`src/rtl/bcd_hex_display.sv`:
```
// bcd_hex_display: binary word to decimal via sequential double-dabble, driven onto active-low 7-seg HEX0..HEX5; define BCD_LZB_EN for leading-zero blanking
module bcd_hex_display #(
    parameter int WIDTH = 16
) (
    input  logic        clk,
    input  logic        rst,
    input  logic [15:0] in_data,
    input  logic        in_valid,
    output logic        in_ready,
    output logic        done,
    output logic [6:0]  HEX0,
    output logic [6:0]  HEX1,
    output logic [6:0]  HEX2,
    output logic [6:0]  HEX3,
    output logic [6:0]  HEX4,
    output logic [6:0]  HEX5
);
    typedef enum logic [1:0] {IDLE, SHIFT, LOAD} state_t;

    state_t           state_q, state_d;
    logic [WIDTH-1:0] bin_q, bin_d;
    logic [19:0]      bcd_q, bcd_d, bcd_adj;
    logic [19:0]      dig_q, dig_d;
    logic [4:0]       cnt_q, cnt_d;
    logic             done_q, done_d;
    logic [4:0]       show;

    function automatic logic [6:0] seg7(input logic [3:0] d);
        case (d)
            4'd0:    return 7'b1000000;
            4'd1:    return 7'b1111001;
            4'd2:    return 7'b0100100;
            4'd3:    return 7'b0110000;
            4'd4:    return 7'b0011001;
            4'd5:    return 7'b0010010;
            4'd6:    return 7'b0000010;
            4'd7:    return 7'b1111000;
            4'd8:    return 7'b0000000;
            4'd9:    return 7'b0010000;
            default: return 7'h7F;
        endcase
    endfunction

    // add 3 to every BCD nibble that is 5 or more, ahead of the shift
    always_comb begin
        bcd_adj = bcd_q;
        for (int i = 0; i < 5; i++)
            bcd_adj[4*i +: 4] = bcd_q[4*i +: 4] >= 4'd5 ? bcd_q[4*i +: 4] + 4'd3 : bcd_q[4*i +: 4];
    end

    // next-state: accept in IDLE, WIDTH shift steps, then load the display digits
    always_comb begin
        state_d = state_q;
        bin_d   = bin_q;
        bcd_d   = bcd_q;
        cnt_d   = cnt_q;
        dig_d   = dig_q;
        done_d  = 1'b0;
        case (state_q)
            IDLE: if (in_valid) begin
                bin_d   = in_data[WIDTH-1:0];
                bcd_d   = '0;
                cnt_d   = '0;
                state_d = SHIFT;
            end
            SHIFT: begin
                {bcd_d, bin_d} = {bcd_adj, bin_q} << 1;
                cnt_d          = cnt_q + 5'd1;
                if (cnt_q == 5'(WIDTH - 1))
                    state_d = LOAD;
            end
            LOAD: begin
                dig_d   = bcd_q;
                done_d  = 1'b1;
                state_d = IDLE;
            end
            default: state_d = IDLE;
        endcase
    end

    // state and datapath registers; reset aborts any conversion in flight
    always_ff @(posedge clk or posedge rst) begin
        if (rst) begin
            state_q <= IDLE;
            bin_q   <= '0;
            bcd_q   <= '0;
            cnt_q   <= '0;
            dig_q   <= '0;
            done_q  <= 1'b0;
        end else begin
            state_q <= state_d;
            bin_q   <= bin_d;
            bcd_q   <= bcd_d;
            cnt_q   <= cnt_d;
            dig_q   <= dig_d;
            done_q  <= done_d;
        end
    end

    // which digits are lit: a digit blanks only when it and all higher digits are zero
    always_comb begin
`ifdef BCD_LZB_EN
        show[4] = |dig_q[19:16];
        show[3] = |dig_q[19:12];
        show[2] = |dig_q[19:8];
        show[1] = |dig_q[19:4];
        show[0] = 1'b1;
`else
        show = '1;
`endif
    end

    assign in_ready = state_q == IDLE;
    assign done     = done_q;
    assign HEX0     = show[0] ? seg7(dig_q[3:0])   : 7'h7F;
    assign HEX1     = show[1] ? seg7(dig_q[7:4])   : 7'h7F;
    assign HEX2     = show[2] ? seg7(dig_q[11:8])  : 7'h7F;
    assign HEX3     = show[3] ? seg7(dig_q[15:12]) : 7'h7F;
    assign HEX4     = show[4] ? seg7(dig_q[19:16]) : 7'h7F;
    assign HEX5     = 7'h7F;
endmodule

```
`config.mk`:
```
export PLATFORM = sky130hd
export DESIGN_NAME = bcd_hex_display
export DESIGN_NICKNAME = d
export VERILOG_FILES = /design/src/rtl/bcd_hex_display.sv
export SDC_FILE = /design/constraint.sdc
export NUM_CORES = 1
export LEC_CHECK = 0
export ABC_AREA = 0
export ABC_CLOCK_PERIOD_IN_PS = 3400
export CAP_MARGIN = 20
export CELL_PAD_IN_SITES_DETAIL_PLACEMENT = 0
export CELL_PAD_IN_SITES_GLOBAL_PLACEMENT = 2
export CORE_AREA = 4 4 113 115
export CTS_CLUSTER_DIAMETER = 120
export DETAILED_ROUTE_END_ITERATION = 8
export DIE_AREA = 0 0 117 119
export PLACE_DENSITY = 0.84
export SLEW_MARGIN = 30
export SYNTH_ARGS = -nofsm -noshare
export SYNTH_HDL_FRONTEND = slang
export SYNTH_SLANG_ARGS = --single-unit
```
`constraint.sdc`:
```
create_clock -name clk -period 3.4 [get_ports clk]
set_input_delay 0.51 -clock clk [delete_from_list [all_inputs] [get_ports clk]]
set_output_delay 0.51 -clock clk [all_outputs]
set_load 0.01 [all_outputs]
```
==> results.yml <==
status:
  outcome: "finished, final reports clean"
layout:
  areaGrowthSynthToFinish_pct: 21.9
  fillers: 1205
  fin_cells: 668
  drive_gt1_share_pct: 8.45
  nNetsFinal: 573
  design_area_um2: 4940
  antenna_cells: 0
grt:
  track_usage_pct: 12.4
  grt_pass1_vias: 3141
  grt_max_degree: 42
  grt_pass1_wl_um: 14400
  grt_antenna_before_repair: 0
  overflow: 0
sta:
  worst_slew_pin_slew_ns: 0.568
  finalSetupViolCount: 0
  max-slew-margin-rel_pct: 62.0
  rsz0062_at_grt: "false"
  fin_crit_ns: 2.58
  fin_crit_sh_pct: 75.8
  hold_viol_final: 0
  fmax_mhz: 388
  tns_ns: 0
  fin_skew_ns: 0.00412
  slew_viol_final: 0
floorplan:
  start_util_pct: 34.3
  dieArea_um2: 13900
  core_um2: 11800
  ios: 63
  die_w_um: 117
  rows: 40
  fp.dieH_um: 119
worst_setup_path:
  crit_family: "buffers and inverters"
  cp_cell_sequence: "inv_1, ha_1, or2_2, a21oi_1, a31oi_1, clkdlybuf4s50_1"
  cp-endpoint: "HEX4[3]"
  crit_path_max_fanout: 6
  required_ns: 2.89
  criticalPathCategory: "flip-flop to output port"
  cp.arrival_ns: 2.07
  critPathLaunch: "dig_q[17]$_DFFE_PP0P_"
  crit_buf_inv: 2
  reg2reg_depth: 5
  r2r_slack_ns: 1.65
  cp_num_cells: 6
  cpPeakStageDelay_ns: 0.49
  critical_path.endpoint_type: "output port"
  timing.rr.start: "state_q[0]$_DFFE_PP0P_"
  timing.rr.end: "bcd_q[18]$_DFFE_PP0P_"
  cp-start-kind: "flip-flop"
  cp_slowest_cell: "clkdlybuf4s50_1"
detailed_routing:
  viasPerCell: 4.88
  dr_total_vias: 3262
  wirelength_um: 8150
  firstDrtPassIters: 4
  ant_nets: 0
  drc: 0
  wl_per_cell_um: 12.2
  drtIter0Drc: 185
clock_tree:
  clock-sinks: 64
  clk_latency_ns: 0.32
  cts_tree: "built"
  clk_pin_slew_ns: 0.05
  holdBufCountCts: 0
  cts_max_path_buffers: 2
  htree_levels: 3
  cts_made_buffers: 9
  cts-root-buf: "clkbuf_16"
  cts_resized: 0
  cts_setup_buffers: 0
synth:
  synth_cell_type_count: 40
  ys_seq_area_share_pct: 39.5
  synthCells: 468
  avgSynthCellArea_um2: 8.67
  synth_seq_cells: 64
  netlist_area_um2: 4060
  synth-warning-count: 0
pwr:
  vdd_ir_drop_max_mv: 0.404
  power.density_nw_per_um2: 804
  leakagePower_nw: 2.25
placement:
  hpwl_um: 5650
  place_congestion: 0.776
  io_buffers: 55
  post_dp_cell_area_um2: 4660
  place_inst: 653
hold_path:
  hold_class: "flip-flop to flip-flop"
run:
  drv_cap: 0
## per-stage QoR
stage | utilization (%) | setup slack [ns] | hold WS, ns | power [mW]
4_1_cts | 41.9 | 0.802 | 0.483 | 4.04
2_1_floorplan | - | 1.29 | 0.449 | 2.50
3_5_place_dp | 39.4 | 1.16 | 0.471 | 3.13
5_1_grt | 41.9 | 0.688 | 0.497 | 4.34
3_3_place_gp | 39.4 | 1.15 | 0.462 | 3.08
6_report | 41.9 | 0.823 | 0.477 | 3.98
## worst reg2reg max path: cells and delay by family, from the launching register on
kind                   cells  cell delay [ns]
AOI/OAI and AO/OA          2             0.24
buffers and inverters      2             0.72
DFF                        1             0.56
and+or+nand+nor            1             0.14
## report_power, final
part           internal [mW]  leakage, nW  total [mW]  switching (mW)
Clock                  0.579        0.145       0.891           0.312
Combinational          0.893         1.26        1.77           0.875
Sequential              1.02        0.844        1.32           0.295
## layer usage
layer / wire, um / up-vias / track usage, %
li1: - / 1669 / -
met1: 4020 / 1534 / 16.5
met2: 3730 / 55 / 19.8
met3: 349 / 4 / 3.51
met4: 51 / 0 / 2.80
met5: 0 / - / 0
## synthesized netlist by cell type (all sizes together)
master / number / area share [%]
a21oi: 41 / 5.4
nor2b: 2 / 0.56
a21o: 1 / 0.19
conb: 1 / 0.092
and3: 1 / 0.15
dfrtp: 64 / 39
o31ai: 1 / 0.19
o21bai: 1 / 0.46
nand3b: 1 / 0.19
buf: 24 / 4.6
nand2b: 9 / 1.4
or2: 5 / 0.77
xnor2: 5 / 1.1
a221o: 1 / 0.25
xor2: 1 / 0.22
nor2: 25 / 2.3
a32o: 1 / 0.25
o21ai: 77 / 9.5
a31oi: 4 / 0.62
nor3b: 3 / 0.56
and2: 1 / 0.15
ha: 37 / 11
nor3: 7 / 0.99
and3b: 14 / 3.0
a22o: 3 / 0.65
o311ai: 5 / 1.4
nand2: 81 / 7.5
clkbuf: 6 / 0.56
nand3: 11 / 1.4
inv: 28 / 2.6
mux2: 7 / 2.0
## cells in the final DEF, fill, tap and decap left out, types with 2 or more instances in the layout
cell / Yosys / final
clkdlybuf4s50_1: 0 / 55
nor3_1: 6 / 6
xnor2_1: 5 / 5
clkbuf_16: 0 / 9
nor3b_1: 3 / 3
o21ai_1: 14 / 14
nand2b_1: 9 / 9
or2_2: 5 / 5
nor2_1: 25 / 25
a21oi_1: 37 / 37
nand2_1: 81 / 81
o21ai_0: 63 / 63
a22o_1: 3 / 3
nand3_1: 11 / 11
mux2_2: 6 / 6
a21oi_2: 4 / 4
o311ai_0: 2 / 2
o311ai_2: 2 / 2
inv_1: 28 / 27
ha_1: 37 / 37
and3b_1: 14 / 14
conb_1: 1 / 7
a31oi_1: 4 / 4
buf_4: 12 / 7
dfrtp_1: 64 / 64
clkinv_2: 0 / 3
## logic make-up after synthesis
logic type                 Yosys count  share of synthesized area, %
AOI/OAI and AO/OA                  135                          19.0
xor gates and xnor gates             6                          1.30
adders and majority gates           37                          11.4
buffers and inverters               58                          7.77
DFF                                 64                          39.5
muxes                                7                          2.04
other                                1                        0.0924
and+or+nand+nor                    160                          18.9
## worst min-delay path by stage
| stage | start | end | slack, ns | cells past startpoint |
|---|---|---|---|---|
| 2_1_floorplan | cnt_q[4]$_DFFE_PP0P_ | cnt_q[4]$_DFFE_PP0P_ | 0.45 | 2 |
| 3_3_place_gp | bin_q[12]$_DFFE_PP0P_ | bin_q[12]$_DFFE_PP0P_ | 0.46 | 2 |
| 3_5_place_dp | bin_q[12]$_DFFE_PP0P_ | bin_q[12]$_DFFE_PP0P_ | 0.47 | 2 |
| 4_1_cts | bin_q[12]$_DFFE_PP0P_ | bin_q[12]$_DFFE_PP0P_ | 0.48 | 2 |
| 5_1_grt | cnt_q[4]$_DFFE_PP0P_ | cnt_q[4]$_DFFE_PP0P_ | 0.50 | 2 |
| 6_report | bin_q[12]$_DFFE_PP0P_ | bin_q[12]$_DFFE_PP0P_ | 0.48 | 2 |
## registers in the layout, indices dropped and copies added (netlist names)
signal and cells:
cnt_q 5, done 1, state_q 2, bcd_q 20, bin_q 16, dig_q 20
## final cells by class
class                      instances  area (um^2)  area share, %
multi-input combinational        352         2160           43.7
sequential                        64         1600           32.4
timing repair buffer              62          603           12.2
inverter                          28          105           2.13
clock inverter                     4         45.0          0.911
clock buffer                      11          243           4.91
tap                              147          184           3.72
No activity file was read; power rests on OpenSTA's default activity.
